<file path="config.mk">
export PLATFORM = sky130hd
export DESIGN_NAME = lsu_sequencer
export DESIGN_NICKNAME = d
export VERILOG_FILES = /design/src/rtl/lsu_pkg.sv /design/src/rtl/lsu_load_extend.sv /design/src/rtl/lsu_sequencer.sv
export SDC_FILE = /design/constraint.sdc
export NUM_CORES = 1
export LEC_CHECK = 0
export ABC_AREA = 1
export BUFFER_PORTS_ARGS = -buffer_cell sky130_fd_sc_hd__buf_2
export CAP_MARGIN = 10
export CORE_MARGIN = 2
export CORE_UTILIZATION = 49
export CTS_CLUSTER_DIAMETER = 60
export DETAILED_ROUTE_END_ITERATION = 16
export PLACE_DENSITY_LB_ADDON = 0.1
export SLEW_MARGIN = 20
export SYNTH_ARGS = -nofsm -noshare
export SYNTH_HDL_FRONTEND = slang
export SYNTH_SLANG_ARGS = --single-unit
</file>
<file path="constraint.sdc">
create_clock -name clk -period 2.8 [get_ports clk]
set_input_delay 0.28 -clock clk [delete_from_list [all_inputs] [get_ports clk]]
set_output_delay 0.28 -clock clk [all_outputs]
set_load 0.01 [all_outputs]
</file>
<file path="src/rtl/lsu_pkg.sv">
// Shared definitions for the load/store sequencer: op field layout, size codes,
// FSM states and the access-size helper.
package lsu_pkg;

  localparam int OP_STORE = 3;
  localparam int OP_UNS   = 2;
  localparam int OP_SZ_HI = 1;
  localparam int OP_SZ_LO = 0;

  localparam logic [1:0] SZ_B = 2'b00;
  localparam logic [1:0] SZ_H = 2'b01;
  localparam logic [1:0] SZ_W = 2'b10;
  localparam logic [1:0] SZ_R = 2'b11;

  typedef enum logic [1:0] {
    IDLE   = 2'd0,
    ACCESS = 2'd1,
    RESP   = 2'd2
  } state_t;

  // Reserved size returns 0; such requests never reach ACCESS.
  function automatic logic [2:0] nbytes(input logic [1:0] size);
    case (size)
      SZ_B:    nbytes = 3'd1;
      SZ_H:    nbytes = 3'd2;
      SZ_W:    nbytes = 3'd4;
      default: nbytes = 3'd0;
    endcase
  endfunction

endpackage

</file>
<file path="src/rtl/lsu_load_extend.sv">
// Sign/zero extension of a right-justified loaded value to 32 bits.
module lsu_load_extend
  import lsu_pkg::*;
(
  input  logic [1:0]  i_size,
  input  logic        i_uns,
  input  logic [31:0] i_raw,
  output logic [31:0] o_data
);

  always_comb begin
    o_data = i_raw;
    case (i_size)
      SZ_B:    o_data = {{24{~i_uns & i_raw[7]}}, i_raw[7:0]};
      SZ_H:    o_data = {{16{~i_uns & i_raw[15]}}, i_raw[15:0]};
      default: o_data = i_raw;
    endcase
  end

endmodule

</file>
<file path="src/rtl/lsu_sequencer.sv">
// Load/store sequencer: validates one request, then walks it byte by byte
// through the memory array in big-endian order and returns a single response.
module lsu_sequencer
  import lsu_pkg::*;
#(
  parameter int MEM_BYTES = 256,
  parameter int MA_W      = $clog2(MEM_BYTES)
) (
  input  logic            clk,
  input  logic            rst_n,
  input  logic            req_valid,
  output logic            req_ready,
  input  logic [3:0]      req_op,
  input  logic [31:0]     req_addr,
  input  logic [31:0]     req_wdata,
  output logic            rsp_valid,
  output logic [31:0]     rsp_rdata,
  output logic            rsp_err,
  output logic [MA_W-1:0] mem_addr,
  output logic            mem_we,
  output logic [7:0]      mem_wdata,
  input  logic [7:0]      mem_rdata
);

  state_t          r_state;
  state_t          w_next;
  logic [3:0]      r_op;
  logic [1:0]      r_idx;
  logic [MA_W-1:0] r_base;
  logic [31:0]     r_wdata;
  logic [23:0]     r_sreg;
  logic [31:0]     r_rsp_rdata;
  logic            r_rsp_err;

  logic [1:0]      w_req_size;
  logic [2:0]      w_req_n;
  logic            w_misalign;
  logic            w_range;
  logic            w_req_err;
  logic            w_accept;
  logic [1:0]      w_size;
  logic            w_store;
  logic [2:0]      w_n;
  logic            w_last;
  logic [31:0]     w_sreg_next;
  logic [31:0]     w_ext;
  logic [1:0]      w_lane;
  logic [7:0]      w_store_byte;

  assign w_req_size = req_op[OP_SZ_HI:OP_SZ_LO];
  assign w_req_n    = nbytes(w_req_size);
  assign w_misalign = ((w_req_size == SZ_H) && req_addr[0]) ||
                      ((w_req_size == SZ_W) && (req_addr[1:0] != 2'b00));
  // 33-bit sum so addresses near 2^32 cannot wrap back into range.
  assign w_range    = ({1'b0, req_addr} + {30'd0, w_req_n}) > 33'(MEM_BYTES);
  assign w_req_err  = (w_req_size == SZ_R) || w_misalign || w_range;
  assign w_accept   = (r_state == IDLE) && req_valid;

  assign w_size      = r_op[OP_SZ_HI:OP_SZ_LO];
  assign w_store     = r_op[OP_STORE];
  assign w_n         = nbytes(w_size);
  assign w_last      = (r_idx == 2'(w_n - 3'd1));
  assign w_sreg_next = {r_sreg, mem_rdata};

  lsu_load_extend u_ext (
    .i_size (w_size),
    .i_uns  (r_op[OP_UNS]),
    .i_raw  (w_sreg_next),
    .o_data (w_ext)
  );

  always_ff @(posedge clk or negedge rst_n) begin
    if (!rst_n) r_state <= IDLE;
    else        r_state <= w_next;
  end

  always_comb begin
    w_next = r_state;
    case (r_state)
      IDLE:    if (req_valid) w_next = w_req_err ? RESP : ACCESS;
      ACCESS:  if (w_last) w_next = RESP;
      RESP:    w_next = IDLE;
      default: w_next = IDLE;
    endcase
  end

  // Byte lane of the store word for the current idx (lane 0 = bits 31:24).
  always_comb begin
    case (w_size)
      SZ_W:    w_lane = r_idx;
      SZ_H:    w_lane = {1'b1, r_idx[0]};
      default: w_lane = 2'd3;
    endcase
    case (w_lane)
      2'd0:    w_store_byte = r_wdata[31:24];
      2'd1:    w_store_byte = r_wdata[23:16];
      2'd2:    w_store_byte = r_wdata[15:8];
      default: w_store_byte = r_wdata[7:0];
    endcase
  end

  always_comb begin
    req_ready = 1'b0;
    rsp_valid = 1'b0;
    mem_we    = 1'b0;
    mem_addr  = '0;
    mem_wdata = 8'd0;
    case (r_state)
      IDLE: req_ready = 1'b1;
      ACCESS: begin
        mem_addr  = r_base + MA_W'(r_idx);
        mem_we    = w_store;
        mem_wdata = w_store ? w_store_byte : 8'd0;
      end
      RESP: rsp_valid = 1'b1;
      default: ;
    endcase
  end

  assign rsp_rdata = r_rsp_rdata;
  assign rsp_err   = r_rsp_err;

  always_ff @(posedge clk or negedge rst_n) begin
    if (!rst_n) begin
      r_op        <= 4'd0;
      r_idx       <= 2'd0;
      r_rsp_err   <= 1'b0;
      r_rsp_rdata <= 32'd0;
    end else begin
      if (w_accept) begin
        r_op  <= req_op;
        r_idx <= 2'd0;
        if (w_req_err) begin
          r_rsp_err   <= 1'b1;
          r_rsp_rdata <= 32'd0;
        end
      end else if (r_state == ACCESS) begin
        r_idx <= r_idx + 2'd1;
        if (w_last) begin
          r_rsp_err   <= 1'b0;
          r_rsp_rdata <= w_store ? 32'd0 : w_ext;
        end
      end
    end
  end

  // Datapath holding registers carry no reset; they are only observed under valid state.
  always_ff @(posedge clk) begin
    if (w_accept) begin
      r_base  <= req_addr[MA_W-1:0];
      r_wdata <= req_wdata;
    end
    if (r_state == ACCESS) r_sreg <= w_sreg_next[23:0];
  end

endmodule

</file>
After elaboration in Yosys (flattened, before gate mapping)
Cells that the tools add are included. W data, S select, Z words.

Add/subtract/negate cells: 4. Order comparisons: 1. Eq/ne operators: 13. Mux-type cells: 26. Bitwise operators: 3. Reductions and logical operators: 15.

Operator list (count): $mux W32 (5); $pmux W32 S2 (1); $add A32 B3 Y33 (1); $gt A33 B9 Y1 const B (1); $mux W8 (3); $pmux W8 S3 (1); $eq A2 B2 Y1 const B (5); $mux W2 (5); $pmux W3 S3 (1); $add A8 B2 Y8 (1); $eq A2 B1 Y1 const B (4); $logic_not A2 Y1 (4); $pmux W2 S2 (2); $mux W1 (7); $ne A2 B2 Y1 const B (3); $pmux W2 S3 (1); $reduce_bool A2 Y1 (3); $logic_and A1 B1 Y1 (3); $logic_or A1 B1 Y1 (3); $reduce_and A3 Y1 (1); $add A2 B1 Y2 const B (1); $and A1 B1 Y1 (2); $eq A2 B2 Y1 (1); $reduce_and A2 Y1 (1); 2 further kinds (2).

Flip-flop bits (word level): 105. Bits of input ports: 79. Output and inout port bits: 52. Word-level logic and storage cells: 70.

Longest topological paths before layout
Depth after elaboration: 8. Depth in mapped cells: 20. Mapped depth without buffers: 19.

Modules after synthesis
A second synthesis with hierarchy kept.

Cell total of the unflattened synthesis: 707. Area total of the unflattened synthesis: 5904.4 µm².

By module, submodules not included: lsu_sequencer (instances 1, cells each 636, area each 5500.3 µm², sequential area each 2947.8 µm²); lsu_load_extend (instances 1, cells each 71, area each 404.1 µm², sequential area each 0.0 µm²).

Worst setup path after synthesis
OpenSTA, ideal clock, no wires.

Path type: register to register. From: reg r_state[0]. To: reg r_base[0] (enable). Library setup time: 0.419 ns. Arrival time: 2.348 ns. Required time: 2.381 ns. Path slack: 0.033 ns. Stages on the path, launching flop included: 5. Buffers on the path: 1. Clock period less this slack: 2.767 ns. Path through: dfrtp_1 nor2_1 inv_1 nor2_2 clkbuf_1.

Longest elaborated chain between the ends: 2.

RTL lines: from (decl) (line lsu_sequencer.sv:25) `state_t r_state;`; from (signal assigned) (line lsu_sequencer.sv:74) `else r_state <= w_next;`; $logic_not A2 Y1 (line lsu_sequencer.sv:57) `assign w_accept = (r_state == IDLE) && req_valid;`; $logic_and A1 B1 Y1 (line lsu_sequencer.sv:57); net w_accept (line lsu_sequencer.sv:40) `logic w_accept;`; to (signal assigned) (line lsu_sequencer.sv:150) `r_base <= req_addr[MA_W-1:0];`; to (decl) (line lsu_sequencer.sv:29) `logic [MA_W-1:0] r_base;`.

The timed path passes the listed nets, and every way through them passes these cells. A chain may end at the register's enable or synchronous reset.

Final worst setup path
From: reg r_op[0]. To: out mem_wdata[5].

Longest elaborated chain between the ends: 6. Elaborated cells between the ends (all ways): 9. Classes of those cells: eq/ne: 4; mux: 4; reduce/logical: 1.

RTL lines: from (decl) (line lsu_sequencer.sv:27) `logic [3:0] r_op;`; from (signal assigned) (line lsu_sequencer.sv:131) `r_op <= req_op;`; $eq A2 B1 Y1 / $eq A2 B2 Y1 (equally long branches) (line lsu_sequencer.sv:89) `case (w_size)`; $pmux W2 S2 * (line lsu_sequencer.sv:89); $eq A2 B2 Y1, or another cell as far along (line lsu_sequencer.sv:94) `case (w_lane)`; $pmux W8 S3 * (line lsu_sequencer.sv:94); $mux W8 * (line lsu_sequencer.sv:113) `mem_wdata = w_store ? w_store_byte : 8'd0;`; $mux W8 * (line lsu_sequencer.sv:108) `case (r_state)`; to (decl) (line lsu_sequencer.sv:21) `output logic [7:0] mem_wdata,`.

Mark *: on every way between the ends. The rest lies on a longest branch, timed or not.

==> reports/qor.yml <==
post_synth_mux_area_share_pct: 0
clkTransAtPathRegs_ps: 70
power_switching_mw: 1.01
layout-drive-gt1-share_pct: 21.7
fin_nets: 934
power.combinational.fraction_pct: 17.5
power_density_mw_per_mm2: 538
synth_compound_area_share_pct: 5.78
worst_setup_path_start_kind: "flop"
finalCriticalPeriod_ps: 2590
rows: 39
seq_area_frac_synth_pct: 51.6
final-max-slew-violation-count: 0
floorplan.die_area_mm2: 0.0125
first_pass_grt_wire_length_um: 23500
placeableCoreArea_mm2: 0.0114
preCtsSetupSlack_ps: -6.81
post_synth_fa_ha_maj_area_fraction_pct: 2.67
seqPwrFrac_pct: 48.6
drt-initial-drc-count: 358
cts-root-to-sink-buffers: 2
maxSlewHeadroom_pct: 37.3
initial_utilization_pct: 50.1
finalWorstSetupSlack_ps: 210
leakage_nw: 3.38
power.share.switching_pct: 27.4
finalHoldWorstSlack_ps: 64.9
post-route-drc-count: 0
io_buffers: 130
hold_violations: 0
finalClockSkew_ps: 9.62
synthXorXnorAreaFrac_pct: 0.766
max_freq_ghz: 0.386
netlist_top_cells_area: "edfxtp_1 34%, dfrtp_1 18%, nand2_1 15%"
synthCells: 708
syn_area_per_cell_um2: 8.07
power_frac_clock_pct: 33.9
postSynthRegisterBits: 105
clk-insertion-delay-late_ps: 350
finalSetupTns_ps: 0
multiInputGateArea_mm2: 0.00245
layout_commonest_cell: "nand2_1"
stdcell_count: 992
die_width_um: 112
wire_length_per_cell_after_detailed_routing_um: 14.3
detail-route-antenna-nets: 0
pin_count_of_the_biggest_net_entering_global_routing: 45
power.ir.vdd_worst_mv: 0.464
setup.worst_path.class: "reg2out"
largest_family_of_logic_cells_by_synthesized_area: "simple AND/OR/NAND/NOR gates"
clock-root-buffer: "clkbuf_16"
internal_power_mw: 2.67
timing.final.setup_violations: 0
hold_path_class: "in2async"
yosysTopAreaCellShare_pct: 33.6
grt_antenna_before_repair: 0
clock_tree_from_tritoncts: "done"
fillerInstances: 1032
max_cap_violations: 0
ys_warn_count: 0
seq_area_mm2: 0.00295
grt_setup_unrepaired: "false"
post_cts.repair.setup_buffers: 0
floorplan.die.height_um: 112
post_synth_and_or_nand_nor_area_fraction_pct: 33.6
vias: 5130
grt_usage_pct: 23.3
gr-total-overflow: 0
run_status: "finished, final reports clean"
dp_cells: 976
top_level_ports: 131
htree_levels: 3
place_congestion: 0.913
n_antenna_cell: 0
worstPathArrival_ps: 2310
synth_top_area_cell: "edfxtp_1"
syn_nets: 798
place_hpwl_um: 10700
routed_via_density: 5.17
cp_max_fo: 10
final_min_period_over_clock_period_pct: 92.5
cts-buffers-inserted: 9
number_of_global_route_vias_before_repair: 4905
worst_setup_path_end_kind: "output port"
cts-hold-fix-buffers: 0
final_util_pct: 59.9
drt_pre_antenna_iters: 5
critical_path_required_ps: 2520
syn_to_final_growth_pct: 19.7
synth.cell_area_mm2: 0.00572
postRouteWirelength_um: 14200
cts_sinks: 105
layout_common_cells: "230 x nand2_1, 130 x buf_2, 107 x nor2_1"
ys_types: 36
worst_pin_slew_ps: 941
## metal layers
metal	wire length (µm)	GRT usage [%]	share of wire, %
met1	6250	30.9	44
met2	7030	39.3	49
met3	715	4.25	5.0
met4	210	6.75	1.5
met5	0	0	0
## per-stage QoR
| step | cell area, µm² | total power [mW] |
|---|---|---|
| 2_1_floorplan | 5720 | 2.20 |
| 3_3_place_gp | 6540 | 2.45 |
| 3_5_place_dp | 6540 | 2.47 |
| 4_1_cts | 6840 | 3.71 |
| 5_1_grt | 6840 | 3.86 |
| 6_report | 6840 | 3.68 |
## power by group through the flow
| stage | registers (mW) | logic, mW | clock network, mW |
|---|---|---|---|
| 2_1_floorplan | 1.84 | 0.352 | 0 |
| 3_3_place_gp | 1.82 | 0.629 | 0 |
| 6_report | 1.79 | 0.644 | 1.25 |
| 5_1_grt | 1.80 | 0.725 | 1.34 |
| 4_1_cts | 1.79 | 0.648 | 1.27 |
| 3_5_place_dp | 1.82 | 0.645 | 0 |
## layout make-up
class	count	share of cell area, %
Clock buffer	13	4.12
Clock inverter	3	0.293
Inverter	66	3.62
Multi-Input combinational cell	524	35.9
Sequential cell	105	43.1
Tap cell	143	2.62
Timing Repair Buffer	138	10.4
## critical path: stages, from the launching register on
cell and delay [ps]:
dfrtp_1 350, inv_1 70, ha_1 280, inv_1 50, nor2_1 80, inv_1 60, a21oi_1 150, inv_1 180
nor2_1 140, buf_4 170, nand2_1 70, a31oi_1 200, buf_2 160
## path summary, 6_finish.rpt
check,startpoint,slack [ps],endpoint,depth (start not counted)
worst max register to register,r_op[0],600,rsp_rdata[26],10
worst min register to register,r_sreg[11],450,r_sreg[19],0
max in group asynchronous,rst_n,2130,r_op[0],1
min in group clk,req_wdata[28],110,r_wdata[28],1
worst min-delay path,rst_n,60,rsp_rdata[25],1
worst max-delay path,r_op[0],210,mem_wdata[5],12
## cell families (layout without fill, tap and decap cells)
kind of cell             count (synthesis)  in the layout
AND/OR/NAND/NOR                        447            447
flip-flops                             105            105
buffers and inverters                   79            220
AO/OA/AOI/OAI                           61             61
adder cells (fa/ha/maj)                 11             11
XOR/XNOR                                 5              5
## sequential cells by signal (all words and copies together) (netlist names)
register and flops:
r_state 2, rsp_rdata 32, rsp_err 1, r_idx 2
r_wdata 32, r_sreg 24, r_op 4, r_base 8
## timing repair
item	CTS	global route
resized for setup	0	1
setup endpoints to repair	0	3
endpoints found under the hold margin	0	0
## cell usage after synthesis
library cell / number
buf_1: 3
nor2_2: 10
nand2_1: 231
nand3_4: 1
o21bai_1: 2
nor2_8: 1
clkbuf_1: 4
a21oi_1: 15
inv_2: 3
xnor2_1: 1
xor2_1: 4
fa_1: 2
o21ai_1: 1
nand4_1: 6
or2_2: 3
nor3_1: 6
nand3_1: 65
buf_6: 3
a31oi_1: 8
o21a_1: 1
inv_1: 59
nand3b_1: 6
nor2_1: 107
a31o_2: 1
nand2_2: 5
o21ai_2: 1
clkinv_1: 4
dfrtp_1: 41
o21ai_0: 32
buf_2: 3
ha_1: 9
nand2_4: 2
nor3b_1: 1
nor2_4: 1
nor3_2: 2
edfxtp_1: 64
No activity file was read; power rests on OpenSTA's default activity.
